--- src/rtl/leve_fetch_queue.sv ---
// leve_fetch_queue: AXI burst instruction fetcher with FIFO, decode handshake and redirect flush
module leve_fetch_queue #(
  parameter int ADDR_W = 64,
  parameter logic [ADDR_W-1:0] RESET_PC = 64'h0000_0000_8000_0000,
  parameter int BURST_LEN = 8,
  parameter int DEPTH = 16
) (
  input  logic              CLK,
  input  logic              RST,
  input  logic              REDIRECT,
  input  logic [ADDR_W-1:0] REDIRECT_PC,
  output logic              ARVALID,
  input  logic              ARREADY,
  output logic [ADDR_W-1:0] ARADDR,
  output logic [1:0]        ARBURST,
  output logic [7:0]        ARLEN,
  input  logic              RVALID,
  output logic              RREADY,
  input  logic [31:0]       RDATA,
  input  logic              RLAST,
  output logic              INST_VALID,
  input  logic              INST_READY,
  output logic [31:0]       INST,
  output logic [ADDR_W-1:0] INST_PC
);
  localparam int OW = $clog2(BURST_LEN);
  localparam int PW = $clog2(DEPTH);
  typedef enum logic [1:0] {IDLE, ADDR, DATA, DRAIN} state_t;
  state_t state_q, state_d;
  logic drop_q, drop_d;
  logic [ADDR_W-1:0] fetch_pc_q, fetch_pc_d, head_pc_q, head_pc_d, araddr_q, araddr_d, redir_pc;
  logic [7:0] arlen_q, arlen_d;
  logic [PW:0] count_q, count_d;
  logic [PW-1:0] wr_q, rd_q;
  logic [31:0] mem_q [DEPTH];
  logic push, pop, last, room_now, room_next;
  assign redir_pc = REDIRECT_PC & ~ADDR_W'(3);
  assign ARVALID = state_q == ADDR;
  assign RREADY = state_q == DATA || state_q == DRAIN;
  assign ARADDR = araddr_q;
  assign ARLEN = arlen_q;
  assign ARBURST = 2'b01;
  assign INST_VALID = count_q != '0;
  assign INST = mem_q[rd_q];
  assign INST_PC = head_pc_q;
  assign last = RREADY && RVALID && RLAST;
  assign push = state_q == DATA && RVALID && !REDIRECT;
  assign pop = INST_VALID && INST_READY && !REDIRECT;
  assign count_d = REDIRECT ? '0 : count_q + (PW+1)'(push) - (PW+1)'(pop);
  // a full burst of space is reserved up front so RREADY never drops mid-burst
  assign room_now = count_q <= (PW+1)'(DEPTH - BURST_LEN);
  assign room_next = count_d <= (PW+1)'(DEPTH - BURST_LEN);
  assign head_pc_d = REDIRECT ? redir_pc : pop ? head_pc_q + ADDR_W'(4) : head_pc_q;
  always_comb begin
    state_d = state_q;
    drop_d = drop_q;
    araddr_d = araddr_q;
    arlen_d = arlen_q;
    fetch_pc_d = REDIRECT ? redir_pc : fetch_pc_q;
    case (state_q)
      IDLE: state_d = (!REDIRECT && room_now) ? ADDR : IDLE;
      ADDR: begin
        // a redirect while the address is pending cannot retract it; its data is drained instead
        drop_d = ARREADY ? 1'b0 : drop_q || REDIRECT;
        if (ARREADY) begin
          state_d = (drop_q || REDIRECT) ? DRAIN : DATA;
          if (!drop_q && !REDIRECT) fetch_pc_d = fetch_pc_q + ADDR_W'({arlen_q, 2'b00}) + ADDR_W'(4);
        end
      end
      DATA: state_d = last ? ((!REDIRECT && room_next) ? ADDR : IDLE) : REDIRECT ? DRAIN : DATA;
      DRAIN: state_d = last ? IDLE : DRAIN;
      default: state_d = IDLE;
    endcase
    if (state_d == ADDR && state_q != ADDR) begin
      araddr_d = fetch_pc_q;
      arlen_d = 8'(BURST_LEN - 1) - 8'(fetch_pc_q[OW+1:2]);
    end
  end
  always_ff @(posedge CLK) begin
    if (RST) begin
      state_q <= IDLE;
      drop_q <= 1'b0;
      fetch_pc_q <= RESET_PC;
      head_pc_q <= RESET_PC;
      araddr_q <= RESET_PC;
      arlen_q <= '0;
      count_q <= '0;
      wr_q <= '0;
      rd_q <= '0;
    end else begin
      state_q <= state_d;
      drop_q <= drop_d;
      fetch_pc_q <= fetch_pc_d;
      head_pc_q <= head_pc_d;
      araddr_q <= araddr_d;
      arlen_q <= arlen_d;
      count_q <= count_d;
      wr_q <= REDIRECT ? '0 : wr_q + PW'(push);
      rd_q <= REDIRECT ? '0 : rd_q + PW'(pop);
    end
  end
  always_ff @(posedge CLK) begin
    if (push) mem_q[wr_q] <= RDATA;
  end
endmodule

--- config.mk ---
export PLATFORM = sky130hd
export DESIGN_NAME = leve_fetch_queue
export DESIGN_NICKNAME = d
export VERILOG_FILES = /design/src/rtl/leve_fetch_queue.sv
export SDC_FILE = /design/constraint.sdc
export NUM_CORES = 1
export LEC_CHECK = 0
export BUFFER_PORTS_ARGS = -buffer_cell sky130_fd_sc_hd__buf_2
export CAP_MARGIN = 25
export CORE_MARGIN = 10
export CORE_UTILIZATION = 59
export CTS_CLUSTER_DIAMETER = 200
export DETAILED_ROUTE_END_ITERATION = 12
export GPL_ROUTABILITY_DRIVEN = 0
export PLACE_DENSITY = 0.87
export SETUP_SLACK_MARGIN = 0.2
export SYNTH_ARGS = -nofsm -noshare
export SYNTH_HDL_FRONTEND = slang
export SYNTH_SLANG_ARGS = --single-unit
--- constraint.sdc ---
create_clock -name CLK -period 4.94 [get_ports CLK]
set_clock_uncertainty 0.15 [all_clocks]
set_input_delay 0.988 -clock CLK [delete_from_list [all_inputs] [get_ports CLK]]
set_output_delay 0.988 -clock CLK [all_outputs]
set_load 0.1 [all_outputs]
---- Word-level counts from Yosys, hierarchy flattened ----
Memory sizes are Yosys's and may differ from the RTL's. A register that Yosys moved wholly into a read port is not among the register bits.
Index checks and enable logic that the tools add are counted.
storage, ports and cells
  register bits after elaboration ......... 216
  bits in writable memories ............... 512
  input port bits ......................... 103
  output and inout port bits .............. 173
  logic and storage cells ................. 63
  memories kept ........................... 1
cells by class
  $add $sub $neg .......................... 8
  $lt $le $gt $ge ......................... 2
  equal/unequal tests ..................... 5
  mux-type cells .......................... 19
  reductions and logical operators ........ 18
memory list
  memory  words  bits a word  rd ports  clocked after Yosys merged registers in  write ports  RTL line  RTL
  mem_q   16     32           1         1                                        1            35        logic [31:0] mem_q [DEPTH];
operators with widths
  cell                                                                   count
  64-bit two-way mux                                                     6
  64-bit by 3-bit adder with 64-bit output, second input constant        2
  64-bit by 10-bit adder with 64-bit output                              1
  5-bit by 4-bit <= comparator with 1-bit output, second input constant  2
  1-bit logical AND                                                      10
  4-bit by 1-bit adder with 4-bit output                                 2
  2-bit one-hot mux with 4 select lines                                  1
  1-bit two-way mux                                                      7
  2-bit two-way mux                                                      3
  5-bit by 1-bit adder with 5-bit output                                 1
  5-bit two-way mux                                                      1
  5-bit nonzero test                                                     1
  5-bit by 1-bit subtractor with 5-bit output                            1
  2-bit by 1-bit == test with 1-bit output, second input constant        2
  2-bit == test, second input constant                                   2
  4-bit two-way mux                                                      1
  3-bit by 3-bit subtractor with 4-bit output, first input constant      1
  1-bit zero test                                                        2
  2-bit zero test                                                        1
  1-bit logical OR                                                       2
  2-bit by 1-bit != test with 1-bit output, second input constant        1
  2-bit nonzero test                                                     1
  2-bit OR reduction                                                     1

---- Depth between registers and ports, before layout ----
Gate-level depths: netlist (run 1).
  word-level depth ........................ 13
  depth in mapped cells ................... 19
  mapped depth without buffers ............ 15

---- Least setup slack after synthesis (run 1) ----
Ideal clock, no wire load.
  kind .................................... input -> register
  start ................................... input REDIRECT
  end ..................................... register araddr_q[10], in the netlist ARADDR[10]
  setup time .............................. 0.072 ns
  arrival time ............................ 4.365 ns
  required time ........................... 4.718 ns
  slack ................................... 0.353 ns
  cell stages on the path ................. 17
  path buffers ............................ 6
  cells stage by stage .................... clkbuf_1 > clkbuf_1 > buf_1 > nor2_1 > ha_1 > inv_1 > ha_1 > inv_1 > fa_1 > nand2b_1 > o2bb2ai_1 > mux2i_1 > a21o_1 > clkbuf_1 > buf_2 > buf_2 > mux2i_1
between the ends
  cells in the longest elaborated chain, start to end .. 12
  elaborated cells on any way between the ends .. 19
  those cells by class .................... add/sub (2); order compare (1); eq/ne (1); mux (8); reduce/logical (7)
ends and longest elaborated chain
  what                                            RTL line  RTL
  start: declaration                              10        input logic REDIRECT,
  1-bit zero test                                 n/a
  1-bit logical AND                               47        assign push = state_q == DATA && RVALID && !REDIRECT;
  5-bit by 1-bit adder with 5-bit output          49        assign count_d = REDIRECT ? '0 : count_q + (PW+1)'(push) - (PW+1)'(pop);
  5-bit by 1-bit subtractor with 5-bit output     49
  5-bit two-way mux                               49
  5-bit by 4-bit <= comparator with 1-bit output  52        assign room_next = count_d <= (PW+1)'(DEPTH - BURST_LEN);
  1-bit logical AND                               70        DATA: state_d = last ? ((!REDIRECT && room_next) ? ADDR : IDLE) : REDIRECT ? DRAIN : DATA;
  1-bit two-way mux                               70
  2-bit two-way mux                               70
  2-bit one-hot mux with 4 select lines (*)       60        case (state_q)
  2-bit by 1-bit == test with 1-bit output (*)    74        if (state_d == ADDR && state_q != ADDR) begin
  1-bit logical AND (*)                           74
  end signal: assignment                          95        araddr_q <= araddr_d;
  end: declaration                                31        logic [ADDR_W-1:0] fetch_pc_q, fetch_pc_d, head_pc_q, head_pc_d, araddr_q, araddr_d, redir_pc;
Every way passes the cells marked *; elsewhere a longest branch is shown, timed or not.
A chain may end at the register's enable or synchronous reset.

---- Final worst setup path (run 1) ----
  start ................................... register count_q[2]
  end ..................................... register araddr_q[14], in the netlist ARADDR[14]
between the ends
  cells in the longest elaborated chain, start to end .. 12
  elaborated cells on any way between the ends .. 16
  those cells by class .................... add/sub (2); order compare (2); eq/ne (1); mux (5); reduce/logical (6)
ends and longest elaborated chain
  what                                                                                            RTL line  RTL
  start: declaration                                                                              33        logic [PW:0] count_q, count_d;
  start signal: assignment                                                                        97        count_q <= count_d;
  parallel branches: the longest is 9 deep, another holds 5-bit by 1-bit adder with 5-bit output  n/a
  2-bit one-hot mux with 4 select lines (*)                                                       60
  2-bit by 1-bit == test with 1-bit output (*)                                                    74
  1-bit logical AND (*)                                                                           74
Every way passes the cells marked *.

==> results by group, run 1 <==
Final layout
  – Area delta synth->final: 15.1%
  – Highest-count cells in the layout ignoring fill and taps: edfxtp_1, buf_2, dfxtp_1
  – Design area: 35100 sq um
  – Final design utilization: 68.4%
  – Net count reported at finish: 2432
  – Post-route non-filler standard cell count: 3046
  – Fill cell total of the finished layout: 3329
  – Most common library cell in the layout ignoring fill and taps: edfxtp_1
  – Share of post-route cells with drive strength above 1: 25.8%

Placed design
  – Place WS: 560 ps
  – DP Area: 32700 sq um
  – IO buf count: 264
  – Hpwl dp: 52900 um
  – Post-Place Cells: 2912

Detailed routing
  – Total Routed Length: 86200 um
  – Met2 Wirelength: 44200 um
  – Highest routing layer actually used: met5
  – Number of DRC markers after the initial detailed-route iteration: 1977
  – Via count: 20.0k
  – Length of the first detailed-routing pass in iterations: 5
  – Post-route antenna net violation count: 0
  – DRC errors left: 0
  – Routed length on met3: 8930 um
  – WL met1: 30600 um
  – Wire length per cell after detailed routing: 28.3 um
  – Vias per std cell: 6.57

Die
  – Floorplan die area: 61200 sq um
  – Starting density of the core: 59.5%
  – Die height: 247 um
  – Area of the core region: 51300 sq um
  – Die extent in x: 247 um
  – Placement row count: 83
  – I/O pin cnt: 276

Clocking
  – Setup repair bufs after CTS: 0
  – H-tree lvl count: 3
  – Clk pin slew, worst setup/hold paths: 60 ps
  – Maximum number of buffers from clock root to sink: 3
  – Number of buffers created by CTS: 73
  – TritonCTS Sinks: 721
  – Clock root cell: clkbuf_16
  – Clock latency reported for the late side of the worst-skew pair: 620 ps
  – Hold-fix buffer count after cts: 0
  – Clock tree from TritonCTS: done
  – Count of instances resized after the clock tree is built: 0

Power and ir drop
  – Net Switching: 3.60 mW
  – Power share of the clock group: 40.5%
  – Internal power contribution: 10.1 mW
  – Leakage power figure: 11.7 nW
  – Final total power: 13.7 mW
  – Seq pwr share: 49.2%
  – Combinational share of power: 10.3%
  – Worst VDD drop: 0.242 mV
  – Switching part of the total power: 26.3%
  – Power per standard cell area: 389 nW/um^2

Critical path
  – R2R Setup Slk: 450 ps
  – Critical path endpoint category: flop
  – Critical R2R Launch: count_q[2]
  – Terminus of the critical flop-to-flop path: ARADDR[14]
  – Crit Path Category: reg2reg
  – Worst EP required: 5310 ps
  – Reg2reg path depth: 16
  – Worst EP arrival: 4860 ps
  – Highest fanout seen on the critical path: 19
  – Crit path launch type: flop

STA
  – Final Setup Violations: 0
  – Post-Route Setup TNS: 0 ps
  – Count of endpoints failing hold in the final timing report: 0
  – Final worst path period share: 90.8%
  – Highest clock rate: 0.223 GHz
  – Worst slew slack as a fraction of its limit: 27.6%
  – Final worst path period need: 4490 ps
  – Slew Viols, Final: 0
  – Unrepaired setup endpoints after global routing: no
  – Final Worst Setup Slack: 454 ps
  – Worst hold slack after final layout: 309 ps
  – Measured slew at the worst slew-check pin: 1090 ps

Hold path
  – Destination of the worst hold path: fetch_pc_q[0]
  – Min-Delay Path Class: reg2reg
  – Hold Crit Depth: 1
  – Startpoint of the lowest-slack hold path: fetch_pc_q[0]

Global route
  – Number of antenna violations at the first check in global routing: 2
  – Global-route wire length before repair: 129000 um
  – Leftover overflow at the end of global routing: 0
  – Vias in the first global route: 20.2k
  – Maximum number of pins on one net before global-route repair: 208
  – Combined global-route utilization of all metal layers: 28.1%

Synthesis
  – Synthesized netlist cell count: 2053
  – Netlist cell types: 62
  – Cell Area, Synth: 30500 sq um
  – Count of flip-flops with a built-in enable after synthesis: 512
  – Flop and latch count out of synthesis: 721
  – Async set-reset flop share out of synthesis: 0%
  – Number of warnings printed during yosys synthesis: 0
  – Sequential area share after synthesis: 64.1%
  – Mean post-synth cell area: 14.9 sq um
  – Dominant register cell in the synthesized netlist: edfxtp_1

Run
  – Count of maximum capacitance violations: 0

Outcome
  – Run status: finished, final reports clean
[worst max path at each step]
| stage | startpoint | end | slack [ps] | depth (start not counted) |
|---|---|---|---|---|
| 2_1_floorplan | REDIRECT | ARADDR[10] | 350 | 17 |
| 3_3_place_gp | REDIRECT | ARADDR[16] | 620 | 14 |
| 3_5_place_dp | REDIRECT | ARADDR[19] | 560 | 14 |
| 4_1_cts | rd_q[0] | INST[25] | 430 | 4 |
| 5_1_grt | count_q[2] | ARADDR[14] | 260 | 16 |
| 6_report | count_q[2] | ARADDR[14] | 450 | 16 |
[cell families (layout without fill, tap and decap cells)]
kind of cell               Yosys count  count (layout)  share of synthesized area, %
other                                2              11                        0.0246
AOI/OAI and AO/OA                  282             282                          6.67
DFF                                721             721                          64.1
adders and majority gates           21              21                         0.911
xor gates and xnor gates            46              46                          1.32
buffers and inverters              209             513                          2.78
and+or+nand+nor                    545             545                          10.2
muxes                              227             227                          14.0
[power groups by stage]
| stage | logic [mW] | clock network, mW | registers, mW |
|---|---|---|---|
| 2_1_floorplan | 0.576 | 0 | 7.32 |
| 3_3_place_gp | 1.36 | 0 | 6.84 |
| 3_5_place_dp | 1.40 | 0 | 6.85 |
| 4_1_cts | 1.41 | 5.60 | 6.72 |
| 5_1_grt | 1.48 | 5.82 | 6.74 |
| 6_report | 1.41 | 5.54 | 6.73 |
[layout make-up]
cell class | count | area [sq um] | area share [%]
Tap cell | 680 | 851 | 2.42
Timing Repair Buffer | 310 | 1810 | 5.16
Multi-Input combinational cell | 1130 | 10200 | 29.2
Clock inverter | 40 | 397 | 1.13
Sequential cell | 721 | 19600 | 55.7
Antenna cell | 2 | 5.00 | 0.0143
Inverter | 72 | 270 | 0.770
Clock buffer | 91 | 1960 | 5.57
[metal layers]
metal	GRT usage, %	vias to the layer above
li1	-	8527
met1	35.0	10010
met2	48.5	1286
met3	6.04	177
met4	8.98	2
met5	0	-
[Yosys cell counts (3+ instances only)]
master / count / share of area [%]
buf_4: 10 / 0.25
mux2i_1: 67 / 2.2
ha_1: 19 / 0.78
nand2b_1: 129 / 2.6
o21ai_0: 7 / 0.11
clkbuf_1: 92 / 1.1
or4b_1: 4 / 0.13
o31ai_1: 20 / 0.49
a21boi_0: 38 / 0.94
or2_2: 7 / 0.14
a311oi_1: 6 / 0.17
nor3_1: 43 / 0.71
and3_1: 7 / 0.14
and4_1: 17 / 0.49
nor2b_1: 3 / 0.062
buf_2: 13 / 0.21
a21oi_1: 58 / 0.95
xor2_1: 5 / 0.14
nand3_1: 60 / 0.98
nor2_1: 63 / 0.78
a31oi_1: 25 / 0.51
o311ai_0: 3 / 0.086
o21a_1: 14 / 0.34
or3_1: 16 / 0.33
edfxtp_1: 512 / 50
mux4_2: 160 / 12
inv_1: 71 / 0.87
a211oi_1: 14 / 0.34
o211ai_1: 5 / 0.12
nand4_1: 31 / 0.64
or4_1: 29 / 0.71
dfxtp_1: 209 / 14
and2_1: 10 / 0.21
buf_1: 20 / 0.25
nand2_1: 65 / 0.80
nor4_1: 44 / 0.90
o21bai_1: 10 / 0.25
nor3b_1: 5 / 0.12
xnor2_1: 41 / 1.2
o31a_1: 72 / 2.1
[worst max-delay path: stages, from the launching register on]
cell and delay, ps:
dfxtp_1 320, inv_1 120, ha_1 150, or4b_1 630, nand2_1 210, nor2_1 110, ha_1 310, inv_1 60
ha_1 160, inv_1 50, fa_1 400, nand2b_1 180, o2bb2ai_1 170, mux2i_1 390, a21o_4 430, buf_4 300
mux2i_1 230
[sequential cells by signal, indices dropped and copies added (netlist names)]
| register | count |
|---|---|
| ARADDR | 64 |
| wr_q | 4 |
| drop_q | 1 |
| state_q | 2 |
| count_q | 5 |
| INST_PC | 62 |
| ARLEN | 3 |
| mem_q | 512 |
| rd_q | 4 |
| fetch_pc_q | 64 |
Power figures use the tool's default switching activity.
==> inputs of run 2 (changes only) <==
Settings changed: ABC_AREA from default to 1, CELL_PAD_IN_SITES_DETAIL_PLACEMENT from default to 1, CELL_PAD_IN_SITES_GLOBAL_PLACEMENT from default to 1, CORE_UTILIZATION 59 to 41, PLACE_DENSITY 0.87 to 0.79.
==> run 2 against run 1 <==
Synthesized cell count grew 60%. Sequential power is essentially flat. Area after synthesis grew 7.3%. Non-clock buffer count grew 4. Sequential share of layout area shrank 3.8 points. Routed wire length grew 32%. Core utilization shrank 21 points. Critical path type is now reg2out.
==> results by group, run 2 <==
Outcome
  – Run status: finished, final reports clean

Synthesis
  – Synthesized netlist cell count: 3289
  – Cell Area, Synth: 32700 sq um
  – Netlist cell types: 48
  – Number of warnings printed during yosys synthesis: 0
  – Async set-reset flop share out of synthesis: 0%
  – Count of flip-flops with a built-in enable after synthesis: 512
  – Cell taking the most area after synthesis: edfxtp_1
  – Dominant register cell in the synthesized netlist: edfxtp_1
  – Flop and latch count out of synthesis: 721
  – Synth area leaders: edfxtp_1, dfxtp_1, nand2_1, a21oi_1, mux2i_1
  – Fraction of synthesized cell area taken by the top area cell type: 47.0%
  – Mean post-synth cell area: 9.95 sq um
  – Sequential area share after synthesis: 59.8%
  – Library cell with the highest instance count after synthesis: nand2_1
  – Most used standard cells in the synthesized netlist: nand2_1, edfxtp_1, inv_1

STA
  – Post-Route Setup TNS: 0 ps
  – Final worst path period share: 90.0%
  – Highest clock rate: 0.225 GHz
  – Worst slew slack as a fraction of its limit: 32.5%
  – Final worst path period need: 4450 ps
  – Measured slew at the worst slew-check pin: 1010 ps
  – Worst hold slack after final layout: 305 ps
  – Count of endpoints failing hold in the final timing report: 0
  – Unrepaired setup endpoints after global routing: no
  – Slew Viols, Final: 0
  – Final Setup Violations: 0

Critical path
  – Terminus of the critical flop-to-flop path: ARADDR[61]
  – Critical path's top delay family: buffers and inverters
  – Largest stage delay, worst path: 760 ps
  – Cell breakdown of the critical path: inv_1, buf_4, o211ai_1, nand3_1, nand2_1, buf_2
  – Worst EP required: 3800 ps
  – Critical path endpoint category: output pin
  – Worst EP arrival: 3310 ps
  – Highest fanout seen on the critical path: 45
  – Crit path launch type: flop
  – Reg2reg path depth: 20
  – Count of buffer and inverter cells on the critical path: 3
  – R2R Setup Slk: 1180 ps
  – Critical R2R Launch: state_q[1]
  – Crit Path Category: reg2out
  – Slowest cell on crit path: dfxtp_4

Detailed routing
  – Length of the first detailed-routing pass in iterations: 5
  – Via count: 25.9k
  – DRC errors left: 0
  – Total Routed Length: 114000 um
  – Vias per std cell: 5.62
  – Number of DRC markers after the initial detailed-route iteration: 2217
  – Wire length per cell after detailed routing: 24.7 um
  – Post-route antenna net violation count: 0

Final layout
  – Most common library cell in the layout ignoring fill and taps: nand2_1
  – Most flop-heavy register: mem_q
  – Share of post-route cells with drive strength above 1: 13.5%
  – Number of flip-flops in the largest register: 512
  – Net count reported at finish: 3629
  – Area delta synth->final: 15.1%
  – Highest-count cells in the layout ignoring fill and taps: nand2_1, edfxtp_1, inv_1

Die
  – Die extent in x: 303 um
  – Placement row count: 103
  – Floorplan die area: 91500 sq um
  – Area of the core region: 79000 sq um
  – Starting density of the core: 41.4%
  – I/O pin cnt: 276
  – Die height: 303 um

Power and ir drop
  – Worst VDD drop: 0.258 mV
  – Leakage power figure: 13.1 nW
  – Power per standard cell area: 377 nW/um^2

Global route
  – Leftover overflow at the end of global routing: 0
  – Combined global-route utilization of all metal layers: 24.3%
  – Maximum number of pins on one net before global-route repair: 131
  – Global-route wire length before repair: 170000 um
  – Vias in the first global route: 27.0k
  – Number of antenna violations at the first check in global routing: 5

Clocking
  – Clk pin slew, worst setup/hold paths: 60 ps
  – Hold-fix buffer count after cts: 0
  – H-tree lvl count: 3
  – Setup repair bufs after CTS: 0
  – Maximum number of buffers from clock root to sink: 3
  – Clock root cell: clkbuf_16
  – Count of instances resized after the clock tree is built: 0
  – Clock latency reported for the late side of the worst-skew pair: 660 ps
  – TritonCTS Sinks: 721
  – Clock tree from TritonCTS: done
  – Number of buffers created by CTS: 78

Placed design
  – IO buf count: 264
  – Hpwl dp: 76100 um

Hold path
  – Startpoint of the lowest-slack hold path: fetch_pc_q[0]
  – Min-Delay Path Class: reg2reg
  – Destination of the worst hold path: fetch_pc_q[0]
  – Hold Crit Depth: 2

Run
  – Count of maximum capacitance violations: 0
==> run 2: changes by cell type after synthesis, sizes merged, moves of 72 or more <==
cell and change:
nand2 +549, inv +231, o21ai +246, o31a -72, nor2 +153, a21oi +217
o211ai +130, mux4 -160, nand2b -129, xor2 +81, nand3 +120
==> run 2: report_power, final <==
part / switching [mW] / internal (mW) / total [mW]
sequential: 0.170 / 6.59 / 6.76
combinational: 1.42 / 0.332 / 1.75
clock: 2.56 / 3.12 / 5.68
total: 4.15 / 10.0 / 14.2
==> run 2: logic make-up after synthesis <==
logic type | synth area share, %
XOR/XNOR | 2.68
other | 0.0230
flip-flops | 59.8
multiplexers | 3.92
AO/OA/AOI/OAI | 12.3
buffers and inverters | 6.26
adder cells (fa/ha/maj) | 0.849
AND/OR/NAND/NOR | 14.2
==> run 2: tightest hold or removal path, cell delays in order (launching register included) <==
cell and delay, ps:
dfxtp_1 310, nand2_1 70, nor2_1 40
==> run 2: routing by layer <==
layer / GRT usage [%] / wire (um)
met1: 30.9 / 46400
met2: 39.0 / 52800
met3: 5.69 / 9230
met4: 11.5 / 5420
met5: 0 / 7
==> run 2: worst max-delay path by stage <==
stage / from / end / slack, ps / depth (start not counted)
after global placement: REDIRECT / ARADDR[40] / 660 / 20
after global routing: rd_q[2] / INST[17] / 360 / 6
after CTS: rd_q[2] / INST[14] / 500 / 6
after floorplan: count_q[2] / ARADDR[0] / 770 / 24
final: rd_q[2] / INST[14] / 490 / 6
after detailed placement: REDIRECT / ARADDR[48] / 570 / 19
==> run 2: stage by stage <==
stage	area (sq um)	utilization (%)	power (mW)	worst slack (ps)	instances
2_1_floorplan	32700	-	8.16	766	3296
3_5_place_dp	35100	44.5	8.62	567	4473
6_report	37700	47.7	14.2	492	4620
5_1_grt	37700	47.7	14.7	361	4619
4_1_cts	37600	47.6	14.2	498	4614
3_3_place_gp	35100	44.5	8.58	665	4473
==> run 2: layout make-up <==
cell class | count | area (sq um)
fill | 8841 | 41300
sequential | 721 | 19600
multi-input combinational | 2086 | 11300
clock buffer | 97 | 2070
timing repair buffer | 314 | 1870
tap | 1050 | 1310
inverter | 304 | 1150
clock inverter | 44 | 403
antenna | 4 | 10.0
